--- src/rtl/float_normalizer.sv ---
// float_normalizer: normalizes a raw {sign, exponent, mantissa} result from
// the float accumulator into a packed float word. It shifts one bit per cycle
// and holds one operation at a time, with valid/ready handshakes on both sides.
// Optional build macro FLOAT_NORM_ROUND_EN: round-to-nearest-even on the
// carry right-shift path. When the macro is undefined, the shifted-out bit
// is dropped.
//
// state | meaning
// IDLE  | ready for a new raw result
// CHECK | classify: zero, carry, already normalized, or needs left shift
// SHIFT | shift left one bit per cycle until the hidden bit is set
// PACK  | build the packed word and the flags (extra cycle when rounding bumps)
// HOLD  | present the result until the consumer takes it
module float_normalizer #(
    parameter int WIDTH = 32,
    parameter int EXP_W = 8,
    parameter int MAN_W = 23
) (
    input  logic               Clk,
    input  logic               Rst,
    input  logic               in_valid,
    output logic               in_ready,
    input  logic               in_sign,
    input  logic [EXP_W-1:0]   in_exp,
    input  logic [MAN_W+1:0]   in_man,
    output logic               out_valid,
    input  logic               out_ready,
    output logic [WIDTH-1:0]   out_data,
    output logic [2:0]         out_flags
);

    localparam logic [2:0] IDLE  = 3'd0;
    localparam logic [2:0] CHECK = 3'd1;
    localparam logic [2:0] SHIFT = 3'd2;
    localparam logic [2:0] PACK  = 3'd3;
    localparam logic [2:0] HOLD  = 3'd4;

    // The exponent is carried with one extra bit so that carry and overflow
    // remain visible. It is never decremented below 1, so it cannot wrap low.
    localparam logic [EXP_W:0] EXP_ONE = {{EXP_W{1'b0}}, 1'b1};
    localparam logic [EXP_W:0] EXP_MAX = {1'b0, {EXP_W{1'b1}}};

    logic [2:0]       state;
    logic             sign_r;
    logic [EXP_W:0]   exp_r;
    logic [MAN_W+1:0] man_r;
    logic             zero_r;
    logic             unf_r;
`ifdef FLOAT_NORM_ROUND_EN
    logic             rbit_r;
`endif

    logic [EXP_W:0]   exp_n;
    logic [MAN_W-1:0] frac_n;

    assign in_ready = (state == IDLE);

    // A mantissa can reach PACK with its carry bit set only after a rounding
    // increment. Renormalize that case here so no further cycle is needed.
    always_comb begin
        exp_n  = exp_r;
        frac_n = man_r[MAN_W-1:0];
        if (man_r[MAN_W+1]) begin
            exp_n  = exp_r + EXP_ONE;
            frac_n = man_r[MAN_W:1];
        end
    end

    // Normalizer FSM and the registered output stage
    always_ff @(posedge Clk) begin
        if (Rst) begin
            state     <= IDLE;
            sign_r    <= 1'b0;
            exp_r     <= '0;
            man_r     <= '0;
            zero_r    <= 1'b0;
            unf_r     <= 1'b0;
`ifdef FLOAT_NORM_ROUND_EN
            rbit_r    <= 1'b0;
`endif
            out_valid <= 1'b0;
            out_data  <= '0;
            out_flags <= '0;
        end else begin
            case (state)
                IDLE: begin
                    if (in_valid) begin
                        sign_r <= in_sign;
                        exp_r  <= {1'b0, in_exp};
                        man_r  <= in_man;
                        zero_r <= 1'b0;
                        unf_r  <= 1'b0;
`ifdef FLOAT_NORM_ROUND_EN
                        rbit_r <= 1'b0;
`endif
                        state  <= CHECK;
                    end
                end
                CHECK: begin
                    if (man_r == '0) begin
                        zero_r <= 1'b1;
                        state  <= PACK;
                    end else if (exp_r == '0) begin
                        // A zero exponent with a non-zero mantissa has no
                        // normal representation.
                        zero_r <= 1'b1;
                        unf_r  <= 1'b1;
                        state  <= PACK;
                    end else if (man_r[MAN_W+1]) begin
                        man_r  <= man_r >> 1;
                        exp_r  <= exp_r + EXP_ONE;
`ifdef FLOAT_NORM_ROUND_EN
                        rbit_r <= man_r[0];
`endif
                        state  <= PACK;
                    end else if (man_r[MAN_W]) begin
                        state  <= PACK;
                    end else begin
                        state  <= SHIFT;
                    end
                end
                SHIFT: begin
                    if (exp_r <= EXP_ONE) begin
                        zero_r <= 1'b1;
                        unf_r  <= 1'b1;
                        state  <= PACK;
                    end else begin
                        man_r <= man_r << 1;
                        exp_r <= exp_r - EXP_ONE;
                        if (man_r[MAN_W-1])
                            state <= PACK;
                    end
                end
                PACK: begin
`ifdef FLOAT_NORM_ROUND_EN
                    if (rbit_r && man_r[0] && !zero_r) begin
                        man_r  <= man_r + {{(MAN_W+1){1'b0}}, 1'b1};
                        rbit_r <= 1'b0;
                    end else
`endif
                    begin
                        if (zero_r) begin
                            out_data  <= '0;
                            out_flags <= {1'b0, unf_r, 1'b1};
                        end else if (exp_n >= EXP_MAX) begin
                            out_data  <= {sign_r, {EXP_W{1'b1}}, {MAN_W{1'b0}}};
                            out_flags <= 3'b100;
                        end else begin
                            out_data  <= {sign_r, exp_n[EXP_W-1:0], frac_n};
                            out_flags <= 3'b000;
                        end
                        out_valid <= 1'b1;
                        state     <= HOLD;
                    end
                end
                HOLD: begin
                    if (out_ready) begin
                        out_valid <= 1'b0;
                        state     <= IDLE;
                    end
                end
                default: state <= IDLE;
            endcase
        end
    end

endmodule
--- config.mk ---
export PLATFORM = sky130hd
export DESIGN_NAME = float_normalizer
export DESIGN_NICKNAME = d
export VERILOG_FILES = /design/src/rtl/float_normalizer.sv
export SDC_FILE = /design/constraint.sdc
export NUM_CORES = 1
export LEC_CHECK = 0
export BUFFER_PORTS_ARGS = -buffer_cell sky130_fd_sc_hd__buf_2
export CORE_UTILIZATION = 56
export CTS_CLUSTER_DIAMETER = 150
export CTS_CLUSTER_SIZE = 8
export DETAILED_ROUTE_END_ITERATION = 7
export PLACE_DENSITY = 0.8
export SETUP_SLACK_MARGIN = 0.02
export SLEW_MARGIN = 0
export SYNTH_ARGS = -nofsm -noshare
export SYNTH_HDL_FRONTEND = slang
export SYNTH_SLANG_ARGS = --single-unit
--- constraint.sdc ---
create_clock -name Clk -period 2.61 [get_ports Clk]
set_input_delay 0.261 -clock Clk [delete_from_list [all_inputs] [get_ports Clk]]
set_output_delay 0.261 -clock Clk [all_outputs]
set_load 0.01 [all_outputs]
==> results of run 1 <==
==> cells in the final DEF, fill, tap and decap left out, types with 3 or more instances in the layout <==
cell type and count:
a22oi_1 26, a21oi_1 23, o221ai_1 3, mux2i_1 23
nor2_1 50, buf_2 74, a221oi_1 4, nand4_1 3
a311oi_1 23, nor4_1 6, xor2_1 4, and3_1 4
clkbuf_8 9, ha_1 3, o21ai_0 10, xnor2_1 7
nor2_2 3, o21ai_2 20, a211oi_1 8, a21o_1 4
inv_1 3, nor3_1 11, nand2_1 68, dfxtp_1 75
nand3b_1 3, buf_4 11
==> power breakdown <==
| part | switching [uW] | internal [uW] | leakage [uW] |
|---|---|---|---|
| Clock | 456 | 436 | 0.0000915 |
| Combinational | 1550 | 1030 | 0.00112 |
| Sequential | 415 | 1430 | 0.000622 |
| Total | 2420 | 2900 | 0.00183 |
==> cell families (layout without fill, tap and decap cells) <==
kind of cell / Yosys count / count (layout) / share of synthesized area
simple gates: 166 / 167 / 0.1910
compound gates: 145 / 145 / 0.2733
flops: 76 / 76 / 0.3820
buf+inv: 44 / 104 / 0.05498
mux: 23 / 23 / 0.05781
xor+xnor: 12 / 12 / 0.02828
fa+ha+maj: 4 / 4 / 0.01257
==> routing by layer <==
layer	vias to the layer above	global-route usage	share of wire	routed length, um
met5	-	0	0	0
met1	1807	0.3759	0.45	4463
met3	19	0.04476	0.073	730
met4	0	0.1000	0.015	148
li1	1849	-	-	-
met2	174	0.4286	0.46	4606
==> stage by stage <==
stage / total power (uW) / hold WS [ns]
after floorplan: 3797 / 0.4085
after global placement: 4320 / 0.4243
after detailed placement: 4391 / 0.4260
after CTS: 5280 / 0.1531
after global routing: 5720 / 0.1754
final: 5318 / 0.1579
==> flip-flops by register name, indices dropped and copies added (netlist names) <==
signal	cells
out_flags	3
out_valid	1
exp_r	9
man_r	25
sign_r	1
unf_r	1
state	3
zero_r	1
out_data	32
==> path summary, 6_finish.rpt <==
kind | startpoint | slack (ns) | end
setup / recovery | exp_r[1]$_SDFFE_PP0P_ | 0.16 | out_data[1]$_SDFFE_PP0P_
hold / removal | in_sign | 0.16 | sign_r$_SDFFE_PP0P_
setup reg to reg | exp_r[1]$_SDFFE_PP0P_ | 0.16 | out_data[1]$_SDFFE_PP0P_
hold reg to reg | out_data[30]$_SDFFE_PP0P_ | 0.44 | out_data[30]$_SDFFE_PP0P_
==> worst max-delay path, cell delays in order (launching register included) <==
cell	delay, ns
dfxtp_1	0.46
ha_2	0.29
and3_1	0.28
nand4_1	0.14
xor2_1	0.21
or4_4	0.56
nand3_4	0.26
o21ai_0	0.13
==> timing repair <==
item                       4_1_cts  5_1_grt
hold buffers                     0        0
setup buffers                    0        0
resized for setup                0        2
setup endpoints to repair        0       23
==> cell type report <==
cell class / instances / area, um2
multi-input combinational: 351 / 2276
fill: 599 / 2241
sequential: 76 / 1523
timing repair buffer: 86 / 473.0
clock buffer: 9 / 123.9
tap: 96 / 120.1
clock inverter: 6 / 63.81
inverter: 3 / 11.26
==> flow_summary.yaml, run 1 <==
run_status:
  outcome: "finished, final reports clean"
clocking:
  clock_latency_ns: 0.35
  htree_num_levels: 3
  clock_path_buffers: 2
  tritoncts: "built"
  clock_sinks: 76
  cts-buffers-inserted: 9
  cts.clk_slew.worst_paths_ns: 0.08
  cts_root_buffer: "clkbuf_8"
finish:
  final_util: 0.6720
  area_growth_pct: 15.27
  final_area_mm2: 0.004591
  diodes: 0
  final_cells: 627
  nets: 569
  layout-drive-gt1-share: 0.2524
synthesis:
  seq_area_frac_synth: 0.3820
  synthesis.instances: 470
  synth_most_common_cell: "dfxtp_1"
  synth_nets: 512
  yosysTopAreaCell: "dfxtp_1"
  synthTopCellsByArea: "dfxtp_1 38%, nand2_1 6.4%, mux2i_1 5.8%"
  synthFlopType: "dfxtp_1"
  synth.ff_latch_count: 76
  synthesis.area_mm2: 0.003983
  syn_area_per_cell_um2: 8.474
  synth_warnings: 0
  async_flop_share: 0
  synth_cell_types: 58
  synth-edff-count: 0
  synth_top_cell_area_share: 0.3820
  yosys-top-cells-count: "76 x dfxtp_1, 68 x nand2_1, 53 x nor2_1, 26 x a22oi_1"
worst_setup_path:
  cp_max_fo: 12
  required_ns: 2.84
  crit_path_end_kind: "register"
  worstSetupStartpointType: "register"
  crit_type: "register to register"
  reg2regPathDepth: 7
  cp_data_arrival_time_ns: 2.68
timing:
  final-hold-violation-count: 0
  relSlewSlack: 0.5449
  max_clock_freq_mhz: 408.8
  post-route-period-util: 0.9371
  tns_ns: 0
  fin_ws_ns: 0.1641
  period_minus_slack_ns: 2.446
  finalMaxSlewViolations: 0
  tightest_slew_ns: 0.6654
  rsz0062_at_grt: "yes"
  skew_ns: 0.01081
  setup_viol: 0
place:
  place_hpwl_um: 6590
  placedCellCount: 611
  portBuffers: 74
  place_congestion: 0.8926
  dpl_cell_area_mm2: 0.004383
  place_ws_ns: 0.06086
detailed_routing:
  wirelength_um: 9947
  detail_route.wl_per_cell_um: 15.86
  dr.pass1.iters: 5
  via_per_inst: 6.139
  detail-route-antenna-nets: 0
  drc_errors: 0
  num_vias: 3849
  drt_iter0_markers: 294
power:
  p_per_area_mw_per_mm2: 1158
  ir_worst_vdd_v: 0.0008495
  leakagePower_uw: 0.001833
die:
  start_util: 0.5830
  core_mm2: 0.006832
  io_pins: 75
  die_height_um: 86.33
  fp.dieW_um: 86.33
  die-area_mm2: 0.007453
  rows: 30
hold_path:
  min_path_cells: 3
  hp-class: "primary input to register"
global_routing:
  grt_pass1_wl_um: 16060
  grt_usage: 0.2720
  grt_pass1_vias: 3404
  antenna_found_initial: 0
  grt_max_degree: 48
  gr-total-overflow: 0
job:
  drv_cap: 0
No activity file was read; power rests on OpenSTA's default activity.
==> run 2, diff against run 1 <==
--- a/config.mk
+++ b/config.mk
@@ -6,11 +6,12 @@
 export NUM_CORES = 1
 export LEC_CHECK = 0
 export BUFFER_PORTS_ARGS = -buffer_cell sky130_fd_sc_hd__buf_2
-export CORE_UTILIZATION = 56
+export CORE_UTILIZATION = 58
+export CTS_BUF_LIST = sky130_fd_sc_hd__clkbuf_4
 export CTS_CLUSTER_DIAMETER = 150
 export CTS_CLUSTER_SIZE = 8
 export DETAILED_ROUTE_END_ITERATION = 7
-export PLACE_DENSITY = 0.8
+export PLACE_DENSITY = 0.83
 export SETUP_SLACK_MARGIN = 0.02
 export SLEW_MARGIN = 0
 export SYNTH_ARGS = -nofsm -noshare
==> run 2 against run 1 <==
Net effect:
- highest routed layer unchanged
- die area down 3.4%
- largest cell class unchanged
- largest power group unchanged
- critical endpoint is now out_data[0]$_SDFFE_PP0P_
- sequential power about the same
- worst hold slack worse by 0.066 ns
- critical path type unchanged
- the run now ends with design-rule violations left
==> flow_summary.yaml, run 2 (synthesis gave the netlist of run 1 again) <==
run_status:
  outcome: "complete, but fails checks"
  violations: "design-rule violations"
die:
  core_mm2: 0.006495
  fp.dieW_um: 84.87
  rows: 29
  start_util: 0.6132
  die_height_um: 84.87
  die-area_mm2: 0.007202
  io_pins: 75
clocking:
  cts_root_buffer: "clkbuf_4"
  post_cts_buffers: 0
  cts-buffers-inserted: 9
  tritoncts: "built"
  clock_latency_ns: 0.42
  cts.clk_slew.worst_paths_ns: 0.12
  htree_num_levels: 3
  clock_path_buffers: 2
  clock_sinks: 76
detailed_routing:
  wirelength_um: 9912
  num_vias: 3819
  via_per_inst: 6.240
  detail_route.wl_per_cell_um: 16.20
  drt_iter0_markers: 469
  dr.pass1.iters: 7
  detail-route-antenna-nets: 0
  drc_errors: 5
worst_setup_path:
  crit_end: "out_data[0]$_SDFFE_PP0P_"
  crit_path_cell_trace: "ha_2, and3_1, nand4_1, xor2_1, or4_4, nand3_4, o21ai_0"
  regToRegStartpoint: "exp_r[1]$_SDFFE_PP0P_"
  worstSetupStartpointType: "register"
  crit_slowest_cell: "or4_4"
  cp_max_fo: 12
  crit_path_end_kind: "register"
  reg2regPathDepth: 7
  cp_data_arrival_time_ns: 2.76
  reg2reg_slack_ns: 0.16
  required_ns: 2.92
  r2r-end: "out_data[0]$_SDFFE_PP0P_"
  crit_start: "exp_r[1]$_SDFFE_PP0P_"
  max_stage_delay_ns: 0.55
  crit_type: "register to register"
finish:
  final_cells: 612
  area_growth_pct: 13.95
  largest_register_ffs: 32
  layout_common_cells: "75 x dfxtp_1, 74 x buf_2, 68 x nand2_1"
  final_area_mm2: 0.004538
  nets: 572
  layout-drive-gt1-share: 0.2523
  reg_top3: "out_data (32), man_r (25), exp_r (9)"
  largest-register: "out_data"
  diodes: 0
  mostFrequentLayoutCell: "dfxtp_1"
global_routing:
  grt_pass1_vias: 3357
  grt_max_degree: 33
  antenna_found_initial: 0
  grt_pass1_wl_um: 16270
  grt_usage: 0.2827
  gr-total-overflow: 0
timing:
  max_clock_freq_mhz: 408.5
  period_minus_slack_ns: 2.448
  relSlewSlack: 0.5182
  rsz0062_at_grt: "no"
  setup_viol: 0
  finalMaxSlewViolations: 0
  tns_ns: 0
  post-route-period-util: 0.9379
  skew_ns: 0.01084
  final-hold-violation-count: 0
  tightest_slew_ns: 0.7224
place:
  place_congestion: 0.8987
  place_hpwl_um: 6605
  dpl_cell_area_mm2: 0.004369
  placedCellCount: 595
  portBuffers: 74
power:
  p_per_area_mw_per_mm2: 1150
  leakagePower_uw: 0.001834
  ir_worst_vdd_v: 0.0007191
  total_power_uw: 5217
job:
  drv_cap: 0
hold_path:
  hp-class: "primary input to register"
  hp-start: "in_sign"
## run 2: cell types whose count changed in the layout (fill, tap and decap cells not counted), sizes merged
cell      before  now
buf           86   89
inv            4    3
clkinvlp       2    0
clkinv         2    5
bufinv         1    2
## run 2: where the power goes
part | total, uW | internal (uW) | switching, uW
clock network | 782 | 376 | 406
registers | 1860 | 1430 | 426
logic | 2580 | 1030 | 1550
## run 2: worst min-delay path by stage
stage                                end  slack [ns]  cells after the start
2_1_floorplan        sign_r$_SDFFE_PP0P_        0.41                      2
3_3_place_gp   out_data[30]$_SDFFE_PP0P_        0.42                      2
3_5_place_dp   out_flags[2]$_SDFFE_PP0P_        0.44                      1
4_1_cts            man_r[7]$_SDFFE_PP0P_        0.07                      3
5_1_grt            man_r[4]$_SDFFE_PP0P_        0.08                      3
6_report             sign_r$_SDFFE_PP0P_        0.09                      3
## run 2: layout make-up
class / count / area [um2]
clock buffer: 9 / 67.56
clock inverter: 7 / 81.33
fill: 527 / 1957
inverter: 3 / 11.26
multi-input combinational: 351 / 2276
sequential: 76 / 1523
tap: 77 / 96.34
timing repair buffer: 89 / 483.0
## run 2: per-layer routing
metal  GRT usage  wire length, um
met5           0                0
met2      0.4486             4607
met1      0.3935             4414
met4     0.07088               90
met3     0.06128              800
## run 2: critical path: cells and delay by family (launching register included)
| kind | cells | cell delay, ns |
|---|---|---|
| DFF | 1 | 0.47 |
| AOI/OAI and AO/OA | 1 | 0.13 |
| xor gates and xnor gates | 1 | 0.19 |
| adders and majority gates | 1 | 0.29 |
| and+or+nand+nor | 4 | 1.24 |
## run 2: metrics by stage
step	util	worst slack [ns]	hold WS, ns
2_1_floorplan	-	0.4526	0.4085
6_report	0.6987	0.1620	0.09148
4_1_cts	0.6972	0.09424	0.06726
5_1_grt	0.6987	0.04512	0.07567
3_3_place_gp	0.6727	0.1513	0.4209
3_5_place_dp	0.6727	0.01463	0.4362
## run 2: what timing repair did
item | CTS | global route
setup endpoints to repair | 1 | 11
pin swaps | 1 | 0
hold endpoints to repair | 0 | 0
gates resized for setup | 0 | 2
cloned | 1 | 0
hold buffers | 0 | 0
==> run 3, diff against run 2 <==
--- a/config.mk
+++ b/config.mk
@@ -6,12 +6,12 @@
 export NUM_CORES = 1
 export LEC_CHECK = 0
 export BUFFER_PORTS_ARGS = -buffer_cell sky130_fd_sc_hd__buf_2
-export CORE_UTILIZATION = 58
-export CTS_BUF_LIST = sky130_fd_sc_hd__clkbuf_4
+export CORE_UTILIZATION = 60
+export CTS_BUF_LIST = sky130_fd_sc_hd__clkbuf_4 sky130_fd_sc_hd__clkbuf_8
 export CTS_CLUSTER_DIAMETER = 150
 export CTS_CLUSTER_SIZE = 8
 export DETAILED_ROUTE_END_ITERATION = 7
-export PLACE_DENSITY = 0.83
+export PLACE_DENSITY = 0.85
 export SETUP_SLACK_MARGIN = 0.02
 export SLEW_MARGIN = 0
 export SYNTH_ARGS = -nofsm -noshare
==> constraint.sdc (replaced) <==
create_clock -name Clk -period 3.03 [get_ports Clk]
set_input_delay 0.303 -clock Clk [delete_from_list [all_inputs] [get_ports Clk]]
set_output_delay 0.303 -clock Clk [all_outputs]
set_load 0.01 [all_outputs]
==> run 3 against run 2 <==
Net effect:
- the flow now finishes without violations
- via count fell by 0.31%
- final cell count fell by 1.3%
- clock-buffer cell count rose by 1
- critical path type unchanged
- wire length fell by 2.1%
- highest routed layer unchanged
- clock skew fell by 0.0012 ns
- fmax fell by 9.8%
- largest cell class unchanged
- cell area fell by 0.83%
==> flow_summary.yaml, run 3 (synthesis gave the netlist of run 1 again) <==
run_status:
  outcome: "finished, final reports clean"
timing:
  tightest_slew_ns: 0.8902
  finalMaxSlewViolations: 0
  max_clock_freq_mhz: 368.5
  setup_viol: 0
  final-hold-violation-count: 0
  post-route-period-util: 0.8955
  relSlewSlack: 0.4059
  fin_ws_ns: 0.3167
  period_minus_slack_ns: 2.713
  tns_ns: 0
  rsz0062_at_grt: "no"
  skew_ns: 0.009686
finish:
  n_fill_cell: 526
  reg_top3: "out_data (32), man_r (25), exp_r (9)"
  layout-drive-gt1-share: 0.2429
  final_util: 0.7047
  nets: 564
  layout_common_cells: "76 x dfxtp_1, 74 x buf_2, 68 x nand2_1"
  largest_register_ffs: 32
  largest-register: "out_data"
  seqCellArea_mm2: 0.001521
  final_area_mm2: 0.004501
  multi_input_comb_area_mm2: 0.002256
  diodes: 0
  area_growth_pct: 13.01
  mostFrequentLayoutCell: "dfxtp_1"
detailed_routing:
  drt_iter0_markers: 383
  drc_errors: 0
  detail-route-antenna-nets: 0
  num_vias: 3807
  dr.pass1.iters: 5
  via_per_inst: 6.303
  detail_route.wl_per_cell_um: 16.06
  wirelength_um: 9703
power:
  combPwrFrac: 0.477
  swShare: 0.4661
  p_per_area_mw_per_mm2: 995.6
  ir_worst_vdd_v: 0.0006797
  leakagePower_uw: 0.001810
  seqPwrFrac: 0.360
  clkPwrFrac: 0.162
  p_switching_uw: 2088
  intPower_uw: 2392
global_routing:
  use_met3: 0.04352
  antenna_found_initial: 0
  grt_pass1_wl_um: 16550
  grt_util_met2: 0.4605
  busiest_layer: "met2"
  grt_max_degree: 47
  gr-total-overflow: 0
  grt_usage: 0.2914
  grt_use_met1: 0.3987
  grt_pass1_vias: 3533
worst_setup_path:
  worstSetupStartpointType: "register"
  cp_max_fo: 23
  max_stage_delay_ns: 0.54
  crit_type: "register to register"
  critical_path_buf_inv_count: 0
  reg2regPathDepth: 7
  cp_data_arrival_time_ns: 2.94
  crit_path_cell_trace: "ha_1, and3_1, nand4_1, xor2_1, or4_4, nand3_4, o21ai_0"
  required_ns: 3.25
  crit_slowest_cell: "dfxtp_1"
  crit_family: "simple AND/OR/NAND/NOR gates"
  reg2reg_slack_ns: 0.32
  regToRegStartpoint: "exp_r[0]$_SDFFE_PP0P_"
  r2r-end: "out_data[1]$_SDFFE_PP0P_"
  crit_path_end_kind: "register"
clocking:
  cts_root_buffer: "clkbuf_8"
  clock_latency_ns: 0.36
  cts-buffers-inserted: 9
  clock_sinks: 76
  cts.clk_slew.worst_paths_ns: 0.08
  post_cts_buffers: 0
  cts-resized-gates: 0
  clock_path_buffers: 2
  tritoncts: "built"
  cts_hold_buf: 0
  htree_num_levels: 3
hold_path:
  whs_endpoint: "sign_r$_SDFFE_PP0P_"
  min_path_cells: 3
  hp-class: "primary input to register"
  hp-start: "in_sign"
place:
  portBuffers: 74
  dpl_cell_area_mm2: 0.004315
  place_ws_ns: 0.3223
  place_hpwl_um: 6545
  place_congestion: 0.9272
die:
  die-area_mm2: 0.006967
  die_height_um: 83.47
  core_mm2: 0.006386
  fp.dieW_um: 83.47
  start_util: 0.6236
  io_pins: 75
  rows: 29
job:
  drv_cap: 0
## run 3: cell count changes in the layout (fill, tap and decap cells not counted)
cell	delta
clkbuf_4	-9
clkinv_4	+2
inv_6	+2
clkinv_2	-1
ha_2	-1
ha_1	+1
clkinv_1	-3
clkinvlp_4	+1
clkbuf_8	+10
bufinv_16	-2
buf_4	-7
nand3_4	-1
dfxtp_1	+1
dfxtp_2	-1
## run 3: worst max-delay path by stage
stage                           from                         to  slack (ns)  depth (start not counted)
2_1_floorplan  exp_r[1]$_SDFFE_PP0P_  out_data[10]$_SDFFE_PP0P_        0.87                          8
3_3_place_gp   exp_r[0]$_SDFFE_PP0P_   out_data[2]$_SDFFE_PP0P_        0.48                          7
3_5_place_dp   exp_r[0]$_SDFFE_PP0P_   out_data[1]$_SDFFE_PP0P_        0.32                          7
4_1_cts        exp_r[0]$_SDFFE_PP0P_   out_data[1]$_SDFFE_PP0P_        0.31                          7
5_1_grt        exp_r[0]$_SDFFE_PP0P_   out_data[2]$_SDFFE_PP0P_        0.09                          7
6_report       exp_r[0]$_SDFFE_PP0P_   out_data[1]$_SDFFE_PP0P_        0.32                          7
## run 3: area by class of cell
class	instances	share of cell area
clock buffers	10	0.03058
repair buffers	82	0.09564
clock inverters	6	0.01056
multi-input cells	350	0.5012
well taps	77	0.02141
inverters	3	0.002502
flip-flops and latches	76	0.3381
## run 3: through the flow
step | power (uW) | instances | hold slack, ns
floorplan | 3271 | 470 | 0.4365
global placement | 3646 | 588 | 0.4216
detailed placement | 3713 | 588 | 0.4266
CTS | 4443 | 604 | 0.1875
global route | 4801 | 604 | 0.2066
finish | 4481 | 604 | 0.1928
## run 3: worst min-delay path: cells and delay by family
kind / cells / cell delay [ns]
AND/OR/NAND/NOR: 1 / 0.05
AO/OA/AOI/OAI: 1 / 0.05
buffers and inverters: 1 / 0.09
## run 3: metal layers
metal | wire [um] | vias to the layer above
met1 | 4447 | 1785
li1 | - | 1833
met2 | 4454 | 171
met5 | 0 | -
met4 | 177 | 0
met3 | 623 | 18
## run 3: power by group through the flow
stage | sequential [uW] | combinational, uW | clock (uW)
2_1_floorplan | 1460 | 1810 | 0
3_3_place_gp | 1610 | 2030 | 0
3_5_place_dp | 1620 | 2090 | 0
4_1_cts | 1600 | 2110 | 736
5_1_grt | 1660 | 2360 | 781
6_report | 1610 | 2140 | 727
